===== src/rtl/alarm_arbiter_4ch_pkg.sv =====
// alarm_pkg: shared FSM state encodings, room count and select width for the
// four-room alarm arbiter, plus a one-hot decode helper.
package alarm_pkg;

   localparam int unsigned NUM_ROOMS = 4;
   localparam int unsigned SEL_W     = 2;

   typedef enum logic [1:0] {
      ST_IDLE  = 2'd0,
      ST_SERVE = 2'd1,
      ST_GAP   = 2'd2
   } state_t;

   // One-hot decode of a room index.
   function automatic logic [NUM_ROOMS-1:0] onehot_room(input logic [SEL_W-1:0] idx);
      logic [NUM_ROOMS-1:0] v;
      v      = '0;
      v[idx] = 1'b1;
      return v;
   endfunction

endpackage


===== src/rtl/alarm_arbiter_4ch_rr_pick4.sv =====
// rr_pick4: combinational round-robin picker. Returns the first set bit of
// pending, searching upward from last+1 with wrap-around; any flags a hit.
module rr_pick4
   import alarm_pkg::*;
(
   input  logic [NUM_ROOMS-1:0] pending,
   input  logic [SEL_W-1:0]     last,
   output logic [SEL_W-1:0]     idx,
   output logic                 any
);

   logic [SEL_W-1:0] w_cand;
   logic             w_found;

   // Walk the four rooms starting after the last grant; first hit wins.
   always_comb begin
      idx     = '0;
      w_found = 1'b0;
      w_cand  = last;
      for (int unsigned k = 0; k < NUM_ROOMS; k++) begin
         w_cand = w_cand + 2'd1;
         if (!w_found && pending[w_cand]) begin
            idx     = w_cand;
            w_found = 1'b1;
         end
      end
      any = |pending;
   end

endmodule


===== src/rtl/alarm_arbiter_4ch.sv =====
// alarm_arbiter_4ch: round-robin scheduler for the shared 4:1 alarm-code mux.
// Grants one room at a time, holds the grant until a nurse ack, escalates after
// ESC_TICKS unacknowledged ticks and inserts GAP_TICKS blank ticks between alarms.
// Build macro ALARM_LATCH_EN: when defined, request rising edges are latched
// into pending until acked; when undefined, pending simply follows req.
module alarm_arbiter_4ch
   import alarm_pkg::*;
#(
   parameter int unsigned ESC_TICKS = 8,
   parameter int unsigned GAP_TICKS = 2
) (
   input  logic                 clk,
   input  logic                 reset_n,
   input  logic [NUM_ROOMS-1:0] req,
   input  logic                 ack,
   input  logic                 tick,
   output logic [SEL_W-1:0]     sel,
   output logic [NUM_ROOMS-1:0] grant,
   output logic                 active,
   output logic                 escalate
);

   localparam int unsigned EW      = $clog2(ESC_TICKS + 1);
   localparam int unsigned GW      = (GAP_TICKS > 0) ? $clog2(GAP_TICKS + 1) : 1;
   localparam logic [EW-1:0] ESC_MAX = EW'(ESC_TICKS);
   localparam logic [GW-1:0] GAP_MAX = GW'(GAP_TICKS);

   state_t               r_state,   w_state_nxt;
   logic [SEL_W-1:0]     r_sel,     w_sel_nxt;
   logic [SEL_W-1:0]     r_last,    w_last_nxt;
   logic [NUM_ROOMS-1:0] r_grant,   w_grant_nxt;
   logic                 r_active,  w_active_nxt;
   logic                 r_esc,     w_esc_nxt;
   logic [EW-1:0]        r_esc_cnt, w_esc_cnt_nxt;
   logic [GW-1:0]        r_gap_cnt, w_gap_cnt_nxt;
   logic [NUM_ROOMS-1:0] r_pending;
   logic [SEL_W-1:0]     w_pick_idx;
   logic                 w_pick_any;
   logic                 w_withdraw;

   rr_pick4 u_pick (
      .pending (r_pending),
      .last    (r_last),
      .idx     (w_pick_idx),
      .any     (w_pick_any)
   );

`ifdef ALARM_LATCH_EN
   logic [NUM_ROOMS-1:0] r_req_d;
   logic [NUM_ROOMS-1:0] w_req_rise;
   logic [NUM_ROOMS-1:0] w_clr_mask;

   assign w_req_rise = req & ~r_req_d;
   assign w_clr_mask = (r_state == ST_SERVE && ack) ? onehot_room(r_sel) : '0;
   // A latched alarm never goes away on its own, so there is nothing to withdraw.
   assign w_withdraw = 1'b0;

   // Latch request rising edges; ack of the served room clears, a new edge wins.
   always_ff @(posedge clk or negedge reset_n) begin
      if (!reset_n) begin
         r_req_d   <= '0;
         r_pending <= '0;
      end else begin
         r_req_d   <= req;
         r_pending <= (r_pending & ~w_clr_mask) | w_req_rise;
      end
   end
`else
   assign w_withdraw = ~r_pending[r_sel];

   // Pending mirrors req; an ack clear would be overridden by a still-high req
   // anyway, so no explicit clear path is needed here.
   always_ff @(posedge clk or negedge reset_n) begin
      if (!reset_n) begin
         r_pending <= '0;
      end else begin
         r_pending <= req;
      end
   end
`endif

   // State and registered outputs.
   always_ff @(posedge clk or negedge reset_n) begin
      if (!reset_n) begin
         r_state   <= ST_IDLE;
         r_sel     <= '0;
         r_last    <= '1;
         r_grant   <= '0;
         r_active  <= 1'b0;
         r_esc     <= 1'b0;
         r_esc_cnt <= '0;
         r_gap_cnt <= '0;
      end else begin
         r_state   <= w_state_nxt;
         r_sel     <= w_sel_nxt;
         r_last    <= w_last_nxt;
         r_grant   <= w_grant_nxt;
         r_active  <= w_active_nxt;
         r_esc     <= w_esc_nxt;
         r_esc_cnt <= w_esc_cnt_nxt;
         r_gap_cnt <= w_gap_cnt_nxt;
      end
   end

   // Next-state and next-output logic; ack beats withdrawal beats tick in SERVE.
   always_comb begin
      w_state_nxt   = r_state;
      w_sel_nxt     = r_sel;
      w_last_nxt    = r_last;
      w_grant_nxt   = r_grant;
      w_active_nxt  = r_active;
      w_esc_nxt     = r_esc;
      w_esc_cnt_nxt = r_esc_cnt;
      w_gap_cnt_nxt = r_gap_cnt;

      case (r_state)
         ST_IDLE: begin
            if (w_pick_any) begin
               w_state_nxt   = ST_SERVE;
               w_sel_nxt     = w_pick_idx;
               w_last_nxt    = w_pick_idx;
               w_grant_nxt   = onehot_room(w_pick_idx);
               w_active_nxt  = 1'b1;
               w_esc_nxt     = 1'b0;
               w_esc_cnt_nxt = '0;
            end
         end

         ST_SERVE: begin
            if (ack) begin
               w_grant_nxt   = '0;
               w_active_nxt  = 1'b0;
               w_esc_nxt     = 1'b0;
               w_esc_cnt_nxt = '0;
               w_gap_cnt_nxt = '0;
               if (GAP_TICKS == 0) begin
                  w_state_nxt = ST_IDLE;
               end else begin
                  w_state_nxt = ST_GAP;
               end
            end else if (w_withdraw) begin
               w_state_nxt   = ST_IDLE;
               w_grant_nxt   = '0;
               w_active_nxt  = 1'b0;
               w_esc_nxt     = 1'b0;
               w_esc_cnt_nxt = '0;
            end else if (tick && (r_esc_cnt != ESC_MAX)) begin
               w_esc_cnt_nxt = r_esc_cnt + EW'(1);
               if (w_esc_cnt_nxt == ESC_MAX) begin
                  w_esc_nxt = 1'b1;
               end
            end
         end

         ST_GAP: begin
            if (tick) begin
               w_gap_cnt_nxt = r_gap_cnt + GW'(1);
               if (w_gap_cnt_nxt == GAP_MAX) begin
                  w_state_nxt   = ST_IDLE;
                  w_gap_cnt_nxt = '0;
               end
            end
         end

         default: begin
            w_state_nxt  = ST_IDLE;
            w_grant_nxt  = '0;
            w_active_nxt = 1'b0;
            w_esc_nxt    = 1'b0;
         end
      endcase
   end

   assign sel      = r_sel;
   assign grant    = r_grant;
   assign active   = r_active;
   assign escalate = r_esc;

endmodule


===== config.mk =====
export PLATFORM = sky130hd
export DESIGN_NAME = alarm_arbiter_4ch
export DESIGN_NICKNAME = d
export VERILOG_FILES = /design/src/rtl/alarm_arbiter_4ch_pkg.sv /design/src/rtl/alarm_arbiter_4ch_rr_pick4.sv /design/src/rtl/alarm_arbiter_4ch.sv
export SDC_FILE = /design/constraint.sdc
export NUM_CORES = 1
export LEC_CHECK = 0
export CAP_MARGIN = 20
export CORE_MARGIN = 2
export CORE_UTILIZATION = 50
export CTS_CLUSTER_DIAMETER = 40
export DETAILED_ROUTE_END_ITERATION = 8
export PLACE_DENSITY = 0.75
export REMOVE_ABC_BUFFERS = 1
export SYNTH_ARGS = -nofsm -noshare
export SYNTH_HDL_FRONTEND = slang
export SYNTH_HIERARCHICAL = 1
export SYNTH_SLANG_ARGS = --single-unit

===== constraint.sdc =====
create_clock -name clk -period 5.75 [get_ports clk]
set_clock_uncertainty 0.2 [all_clocks]
set_input_delay 0.575 -clock clk [delete_from_list [all_inputs] [get_ports clk]]
set_output_delay 0.575 -clock clk [all_outputs]
set_load 0.05 [all_outputs]

### Word level (Yosys, flattened, before mapping)

Index checks and enable logic that the tools add are counted.
W data, S select, Z words.

| storage, ports and cells | value |
|---|---|
| bits in registers | 22 |
| bits of input ports | 8 |
| output and inout bits | 8 |
| word-level logic and storage cells | 101 |

| cells by class | value |
|---|---|
| add/sub/neg operators | 6 |
| magnitude comparators | 7 |
| eq/ne operators | 12 |
| multiplexer cells | 48 |
| bitwise logic cells | 1 |
| reductions and logical operators | 18 |

Operators with widths:

| cell | count |
|---|---|
| $mux W4 | 7 |
| $mux W2 | 12 |
| $lt A2 B3 Y1 const B | 6 |
| $mux W1 | 17 |
| $ne A4 B4 Y1 const B | 3 |
| $pmux W4 S3 | 1 |
| $add A2 B1 Y2 const B | 5 |
| $bmux W1 S2 | 5 |
| $reduce_and A3 Y1 | 3 |
| $pmux W4 S2 | 1 |
| $reduce_and A4 Y1 | 2 |
| $ne A2 B2 Y1 const B | 3 |
| $pmux W1 S3 | 2 |
| $pmux W2 S3 | 1 |
| $logic_and A1 B1 Y1 | 5 |
| $add A4 B1 Y4 const B | 1 |
| $eq A2 B2 Y1 const B | 2 |
| $eq A4 B4 Y1 const B | 1 |
| $pmux W2 S2 | 1 |
| $reduce_bool A2 Y1 | 2 |
| $reduce_or A4 Y1 | 1 |
| $logic_not A1 Y1 | 3 |
| $ne A3 B3 Y1 const B | 1 |
| $demux W1 S2 | 1 |
| other kinds (6) | 6 |

### Logic depth before layout (Yosys ltp)

Gate-level depths: netlist (run 1).

| logic depth | value |
|---|---|
| word-level depth | 19 |
| depth in mapped cells | 6 |
| mapped depth without buffers | 6 |

### Cells and area by module

The synthesis (run 1) kept the hierarchy.

Modules (own cells, without submodules):

| module | times used | cells an instance | area an instance (sq um) | seq. area each (sq um) |
|---|---|---|---|---|
| alarm_arbiter_4ch | 1 | 95 | 991.0 | 553.0 |
| rr_pick4 | 1 | 14 | 81.3 | 0.0 |

### Least setup slack after synthesis (run 1)

No wires, ideal clock.

| timing | value |
|---|---|
| path type | register to register |
| start point | reg r_sel[1], in the netlist sel[1] |
| end point | reg r_esc_cnt[3] |
| library setup time | 0.125 ns |
| arrival time | 1.745 ns |
| required time | 5.425 ns |
| slack | 3.680 ns |
| cell stages (with the launch flop) | 5 |
| buffers on the path | 0 |
| period minus slack after synthesis | 2.070 ns |
| path through | dfrtp_1 -> mux2i_1 -> o22ai_2 -> a311oi_4 -> mux2_4 |

| between the ends | value |
|---|---|
| word-level cells in the longest chain between the ends | 5 |
| elaborated cells between the ends (all ways) | 7 |
| classes of those cells | 1 x eq/ne; 5 x mux; 1 x reduce/logical |

RTL lines:

| element | RTL line | RTL |
|---|---|---|
| from (decl) | alarm_arbiter_4ch.sv:29 | `logic [SEL_W-1:0] r_sel, w_sel_nxt;` |
| from (signal assigned) | alarm_arbiter_4ch.sv:95 | `r_sel <= w_sel_nxt;` |
| $bmux W1 S2 (*) | alarm_arbiter_4ch.sv:69 | `assign w_withdraw = ~r_pending[r_sel];` |
| $mux W1 (implied by the code) (*) | alarm_arbiter_4ch.sv:69 |  |
| $mux W4 | alarm_arbiter_4ch.sv:141 | `end else if (w_withdraw) begin` |
| $mux W4 | alarm_arbiter_4ch.sv:130 | `if (ack) begin` |
| $pmux W4 S2 | alarm_arbiter_4ch.sv:116 | `case (r_state)` |
| to (signal assigned) | alarm_arbiter_4ch.sv:100 | `r_esc_cnt <= w_esc_cnt_nxt;` |
| to (decl) | alarm_arbiter_4ch.sv:34 | `logic [EW-1:0] r_esc_cnt, w_esc_cnt_nxt;` |

Every way passes the cells marked *; elsewhere a longest branch is shown, timed or not. The select of a mux whose other input is x is not followed.
A chain may end at the register's enable or synchronous reset.

### Worst setup path after layout (run 1)

| timing | value |
|---|---|
| start point | reg r_sel[1], in the netlist sel[1] |
| end point | out sel[1] |

RTL lines:

| element | RTL line | RTL |
|---|---|---|
| to (decl) | alarm_arbiter_4ch.sv:17 | `output logic [SEL_W-1:0] sel,` |

No word-level cell between the ends.

==> results of run 1 <==
==> per-stage QoR <==
stage                     hold slack, ns  total power [W]  utilization, %
after global placement            0.2731        0.0005410           62.50
after floorplan                  0.07941        0.0004580               -
final                             0.2486        0.0006343           65.06
after detailed placement          0.2912        0.0005517           62.50
after CTS                         0.3097        0.0006359           64.31
after global routing              0.2356        0.0006776           65.06
==> synthesized netlist by cell type <==
cell type and instances:
or2_1 1, and2_1 1, a21oi_1 5, and3_2 1, clkbuf_2 1, a21o_1 1, nand3_1 4, dfrtp_1 20
nand2b_1 2, dfstp_2 2, o211ai_1 1, o221ai_2 1, inv_1 10, o22ai_2 1, o21ai_0 5, nor2_1 6
o32ai_1 1, and3_1 2, mux2i_1 4, xnor2_1 1, o22ai_1 4, a21boi_0 1, mux2_4 1, nand2_1 21
and4_1 1, a31oi_1 2, ha_1 2, nand2b_2 1, nor2b_1 5, a311oi_4 1
==> worst paths after layout <==
path | startpoint | to | depth (start not counted)
min | reset_n | r_pending[1]$_DFF_PN0_ | 1
max reg2reg | r_esc_cnt[0]$_DFFE_PN0P_ | r_esc_cnt[3]$_DFFE_PN0P_ | 6
max in group asynchronous | reset_n | r_last[0]$_DFFE_PN1P_ | 2
min reg2reg | r_last[0]$_DFFE_PN1P_ | r_last[0]$_DFFE_PN1P_ | 2
min in group clk | r_last[0]$_DFFE_PN1P_ | r_last[0]$_DFFE_PN1P_ | 2
max | sel[1]$_DFFE_PN0P_ | sel[1] | 1
==> registers in the layout, summed over array words and instances, names as in the netlist <==
name	count
grant	4
r_esc_cnt	4
r_pending	4
r_gap_cnt	2
r_last	2
r_state	2
sel	2
active	1
escalate	1
==> logic make-up (layout without fill, tap and decap cells) <==
kind of cell / after synthesis / after routing / share of synthesized area (%)
buffers and inverters: 11 / 30 / 3.967
adder cells (fa/ha/maj): 2 / 2 / 2.333
multiplexers: 5 / 5 / 5.134
flip-flops: 22 / 22 / 51.58
XOR/XNOR: 1 / 1 / 0.8170
AND/OR/NAND/NOR: 45 / 45 / 20.07
AO/OA/AOI/OAI: 23 / 23 / 16.10
==> layer usage <==
metal  part of all wire (%)  wire, um
met1                     43       895
met2                     52      1083
met3                    3.4        70
met4                    1.2        24
met5                      0         0
==> area by class of cell <==
| type | instances | area (um^2) |
|---|---|---|
| well taps | 27 | 33.78 |
| clock buffers | 4 | 36.28 |
| repair buffers | 16 | 165.2 |
| fillers | 162 | 699.4 |
| multi-input cells | 76 | 476.7 |
| inverters | 10 | 37.54 |
| flip-flops and latches | 22 | 553.0 |
==> power by group through the flow <==
stage / logic, W / registers [W] / clock network, W
5_1_grt: 0.000319 / 0.000264 / 0.0000954
3_5_place_dp: 0.000294 / 0.000258 / 0
2_1_floorplan: 0.000131 / 0.000327 / 0
4_1_cts: 0.000294 / 0.000254 / 0.0000871
6_report: 0.000294 / 0.000255 / 0.0000856
3_3_place_gp: 0.000286 / 0.000255 / 0
==> results.sh, run 1 <==
export IMPL_seq_area_frac_synth_pct=51.58
export IMPL_io_buffer_count=15
export IMPL_die_area_um2=2531
export IMPL_final_cell_mix="nand2_1 (21), dfrtp_1 (20), clkdlybuf4s50_1 (15)"
export IMPL_ant_nets=0
export IMPL_row_count=16
export IMPL_setup_violations_final=0
export IMPL_post_cts_setup_buffer_count=0
export IMPL_leakagePower_nw=0.5870
export IMPL_fp_coreArea_um2=2002
export IMPL_ys_warn_count=6
export IMPL_post_drt_wl_per_cell_um=13.37
export IMPL_required_ns=4.97
export IMPL_antenna_cells=0
export IMPL_grt_max_degree=23
export IMPL_dp_cells=150
export IMPL_overflow=0
export IMPL_avgSynthCellArea_um2=9.837
export IMPL_antenna_found_initial=0
export IMPL_critPathSlowestCell="clkdlybuf4s50_1"
export IMPL_irDropWorstVdd_v=0.0003257
export IMPL_cap_violations=0
export IMPL_vias=855
export IMPL_synth_distinct_cells=30
export IMPL_synth_seq_cells=22
export IMPL_first_global_vias=818
export IMPL_synth_cells=109
export IMPL_criticalPathCategory="reg2out"
export IMPL_firstDrtPassIters=4
export IMPL_cts_sinks=22
export IMPL_switchingPower_w=0.0002851
export IMPL_initialDrtViolationCount=11
export IMPL_clk_path_buf_depth=2
export IMPL_synth_largest_type_area_fraction_pct=46.67
export IMPL_pwr_share_clk_pct=13.5
export IMPL_hold_buffers=0
export IMPL_maxSlewViolCount=0
export IMPL_crit_family="buffers and inverters"
export IMPL_syn_to_final_growth_pct=21.47
export IMPL_path_buf_inv=1
export IMPL_cts_clk_slew_worst_paths_ns=0.12
export IMPL_relSlewSlack_pct=66.88
export IMPL_yosys_top_cells_area="dfrtp_1 (47%), nand2_1 (7.4%), dfstp_2 (4.9%)"
export IMPL_cts_resized_gates=0
export IMPL_finalWorstPathRequiredPeriod_ns=2.358
export IMPL_yosysTopAreaCell="dfrtp_1"
export IMPL_p_comb_share_pct=46.3
export IMPL_critPathMaxFanout=4
export IMPL_use_met3_pct=2.679
export IMPL_pre_cts_slack_ns=3.285
export IMPL_start_util_pct=53.56
export IMPL_setup_tns_ns=0
export IMPL_totalWireLength_um=2073
export IMPL_fin_ws_ns=3.392
export IMPL_ff2ff_setup_slack_ns=3.80
export IMPL_root_buffer="clkbuf_4"
export IMPL_grt_pass1_wl_um=3663
export IMPL_hold_path_class="in2async"
export IMPL_cp_cell_sequence="clkdlybuf4s50_1"
export IMPL_rsz0062_at_grt="false"
export IMPL_final_common_cell="nand2_1"
export IMPL_power_density_nw_per_um2=487.0
export IMPL_die_x_um=50.31
export IMPL_use_met2_pct=32.68
export IMPL_grt_util_met1_pct=24.36
export IMPL_gp_congestion=0.8258
export IMPL_clock_fmax_mhz=424.2
export IMPL_hpwlAfterDp_um=1571
export IMPL_ios=16
export IMPL_finalHoldViolations=0
export IMPL_numCtsBuffers=3
export IMPL_p_seq_share_pct=40.2
export IMPL_design_area_um2=1303
export IMPL_status="finished clean"
export IMPL_post_drt_via_cell_ratio=5.516
export IMPL_synthesis_area_um2=1072
export IMPL_placed_area_um2=1251
export IMPL_worst_pin_slew_ns=0.4953
export IMPL_insertion_delay_ns=0.31
export IMPL_p_int_w=0.0003492
export IMPL_layout_nets=139
export IMPL_switching_share_pct=44.94
export IMPL_cts_tree="built"
export IMPL_drcViolationCount=0
export IMPL_cts_htree_levels=1
export IMPL_timing_final_crit_share_pct=41.00
export IMPL_die_height_um=50.31
export IMPL_grt_busiest_layer="met2"
export IMPL_cp_arrival_ns=1.58
export IMPL_post_route_cells_drive_above_1_share_pct=10.16
export IMPL_critPathCaptureType="output port"
export IMPL_cp_start_kind="flop"
export IMPL_layout_cells_non_filler=155
export IMPL_grt_util_all_layers_pct=18.79
export IMPL_slowest_delay_ns=0.83
(Power assumes the default switching activity.)
==> run 2: changes to the inputs <==
clock period = 2.2 ns   (was 5.75 ns; I/O delays follow)
==> run 2 against run 1 <==
Against the previous run:
- die area is the same
- final cell count unchanged
- routed wire length rose by 1.8%
- flip-flop and latch count stayed put
- sequential power increased to 2.6 times the previous value
- register-to-register slack worse by 3.6 ns
- first-iteration DRC count grew 82%
- power increased to 2.8 times the previous value
- design area is 0.67% higher
- clock-buffer cell count is 1 lower
- critical path type unchanged
- largest cell class unchanged
- largest power group unchanged
==> results.sh, run 2 (synthesis results as in run 1) <==
export IMPL_critPathMaxFanout=4
export IMPL_first_global_vias=838
export IMPL_critPathSlowestCell="clkdlybuf4s50_1"
export IMPL_path_depth=1
export IMPL_fp_coreArea_um2=2002
export IMPL_ios=16
export IMPL_start_util_pct=53.56
export IMPL_drcViolationCount=0
export IMPL_grt_pass1_wl_um=3795
export IMPL_cp_cell_sequence="clkdlybuf4s50_1"
export IMPL_totalWireLength_um=2110
export IMPL_overflow=0
export IMPL_die_height_um=50.31
export IMPL_firstDrtPassIters=4
export IMPL_irDropWorstVdd_v=0.0007198
export IMPL_ff2ff_path_depth=6
export IMPL_gp_congestion=0.8249
export IMPL_numCtsBuffers=3
export IMPL_antenna_found_initial=0
export IMPL_crit_family="buffers and inverters"
export IMPL_power_density_nw_per_um2=1344
export IMPL_cts_clk_slew_worst_paths_ns=0.14
export IMPL_hold_buffers=0
export IMPL_critPathCaptureType="output port"
export IMPL_criticalPathCategory="reg2out"
export IMPL_final_cell_mix="nand2_1 (21), dfrtp_1 (20), clkdlybuf4s50_1 (15)"
export IMPL_cts_tree="built"
export IMPL_syn_to_final_growth_pct=22.29
export IMPL_leakagePower_nw=0.5913
export IMPL_finalWorstPathRequiredPeriod_ns=2.038
export IMPL_rsz0062_at_grt="false"
export IMPL_path_buf_inv=1
export IMPL_ant_nets=0
export IMPL_n_fill_cell=175
export IMPL_slowest_delay_ns=0.83
export IMPL_required_ns=1.78
export IMPL_vias=853
export IMPL_hold_ws_ns=0.02484
export IMPL_cts_resized_gates=0
export IMPL_post_cts_setup_buffer_count=0
export IMPL_hpwlAfterDp_um=1565
export IMPL_p_total_w=0.001763
export IMPL_initialDrtViolationCount=20
export IMPL_hold_path_class="in2async"
export IMPL_row_count=16
export IMPL_maxSlewViolCount=0
export IMPL_status="finished clean"
export IMPL_grt_util_all_layers_pct=19.89
export IMPL_cts_sinks=22
export IMPL_finalHoldViolations=0
export IMPL_layout_nets=139
export IMPL_insertion_delay_ns=0.32
export IMPL_post_drt_wl_per_cell_um=13.61
export IMPL_post_route_cells_drive_above_1_share_pct=10.16
export IMPL_die_x_um=50.31
export IMPL_setup_violations_final=0
export IMPL_relSlewSlack_pct=57.83
export IMPL_io_buffer_count=15
export IMPL_clk_path_buf_depth=2
export IMPL_root_buffer="clkbuf_4"
export IMPL_grt_max_degree=23
export IMPL_die_area_um2=2531
export IMPL_setup_tns_ns=0
export IMPL_fin_util_pct=65.50
export IMPL_antenna_cells=0
export IMPL_final_common_cell="nand2_1"
export IMPL_cp_arrival_ns=1.62
export IMPL_clock_fmax_mhz=490.6
export IMPL_cp_start_kind="flop"
export IMPL_timing_final_crit_share_pct=92.65
export IMPL_post_drt_via_cell_ratio=5.503
export IMPL_worst_pin_slew_ns=0.6270
export IMPL_cts_htree_levels=1
export IMPL_cap_violations=0
[run 2: final timing paths]
path                                          start  slack [ns]                  endpoint
min in group clk                             req[3]        0.13    r_pending[3]$_DFF_PN0_
max reg2reg                r_esc_cnt[0]$_DFFE_PN0P_        0.22  r_esc_cnt[3]$_DFFE_PN0P_
max in group asynchronous                   reset_n        1.51     r_last[1]$_DFFE_PN1P_
min reg2reg                   r_last[0]$_DFFE_PN1P_        0.31     r_last[0]$_DFFE_PN1P_
min                                         reset_n        0.02      grant[3]$_DFFE_PN0P_
max                              sel[1]$_DFFE_PN0P_        0.16                    sel[1]
[run 2: per-layer routing]
| layer | track usage [%] | vias to the layer above | share of wire, % |
|---|---|---|---|
| met4 | 8.108 | 0 | 1.7 |
| met3 | 2.679 | 4 | 2.9 |
| li1 | - | 409 | - |
| met5 | 0 | - | 0 |
| met1 | 24.76 | 424 | 45 |
| met2 | 34.65 | 16 | 50 |
[run 2: cell type report]
| type | count | area (um^2) | area share [%] |
|---|---|---|---|
| tap | 27 | 33.78 | 2.576 |
| inverter | 10 | 37.54 | 2.863 |
| timing repair buffer | 16 | 157.7 | 12.02 |
| sequential | 22 | 553.0 | 42.18 |
| clock inverter | 1 | 30.03 | 2.290 |
| clock buffer | 3 | 22.52 | 1.718 |
| multi-input combinational | 76 | 476.7 | 36.35 |
[run 2: per-stage QoR]
step	std cells	setup WS, ns	area, um^2
final	155	0.1618	1311
after global routing	155	0.05779	1311
after detailed placement	151	0.09090	1259
after CTS	155	0.1553	1311
after floorplan	108	0.1305	1067
after global placement	151	0.1810	1259
[run 2: report_power, final]
| part | internal, W | switching, W |
|---|---|---|
| Combinational | 0.000280 | 0.000492 |
| Clock | 0.000184 | 0.000135 |
| Sequential | 0.000531 | 0.000141 |
| Total | 0.000995 | 0.000768 |
[run 2: worst reg2reg max path: stages (launching register included)]
cell	delay (ns)
dfrtp_1	0.40
inv_1	0.08
ha_1	0.19
nand2_1	0.08
o21ai_0	0.14
a311oi_4	0.45
mux2_4	0.33
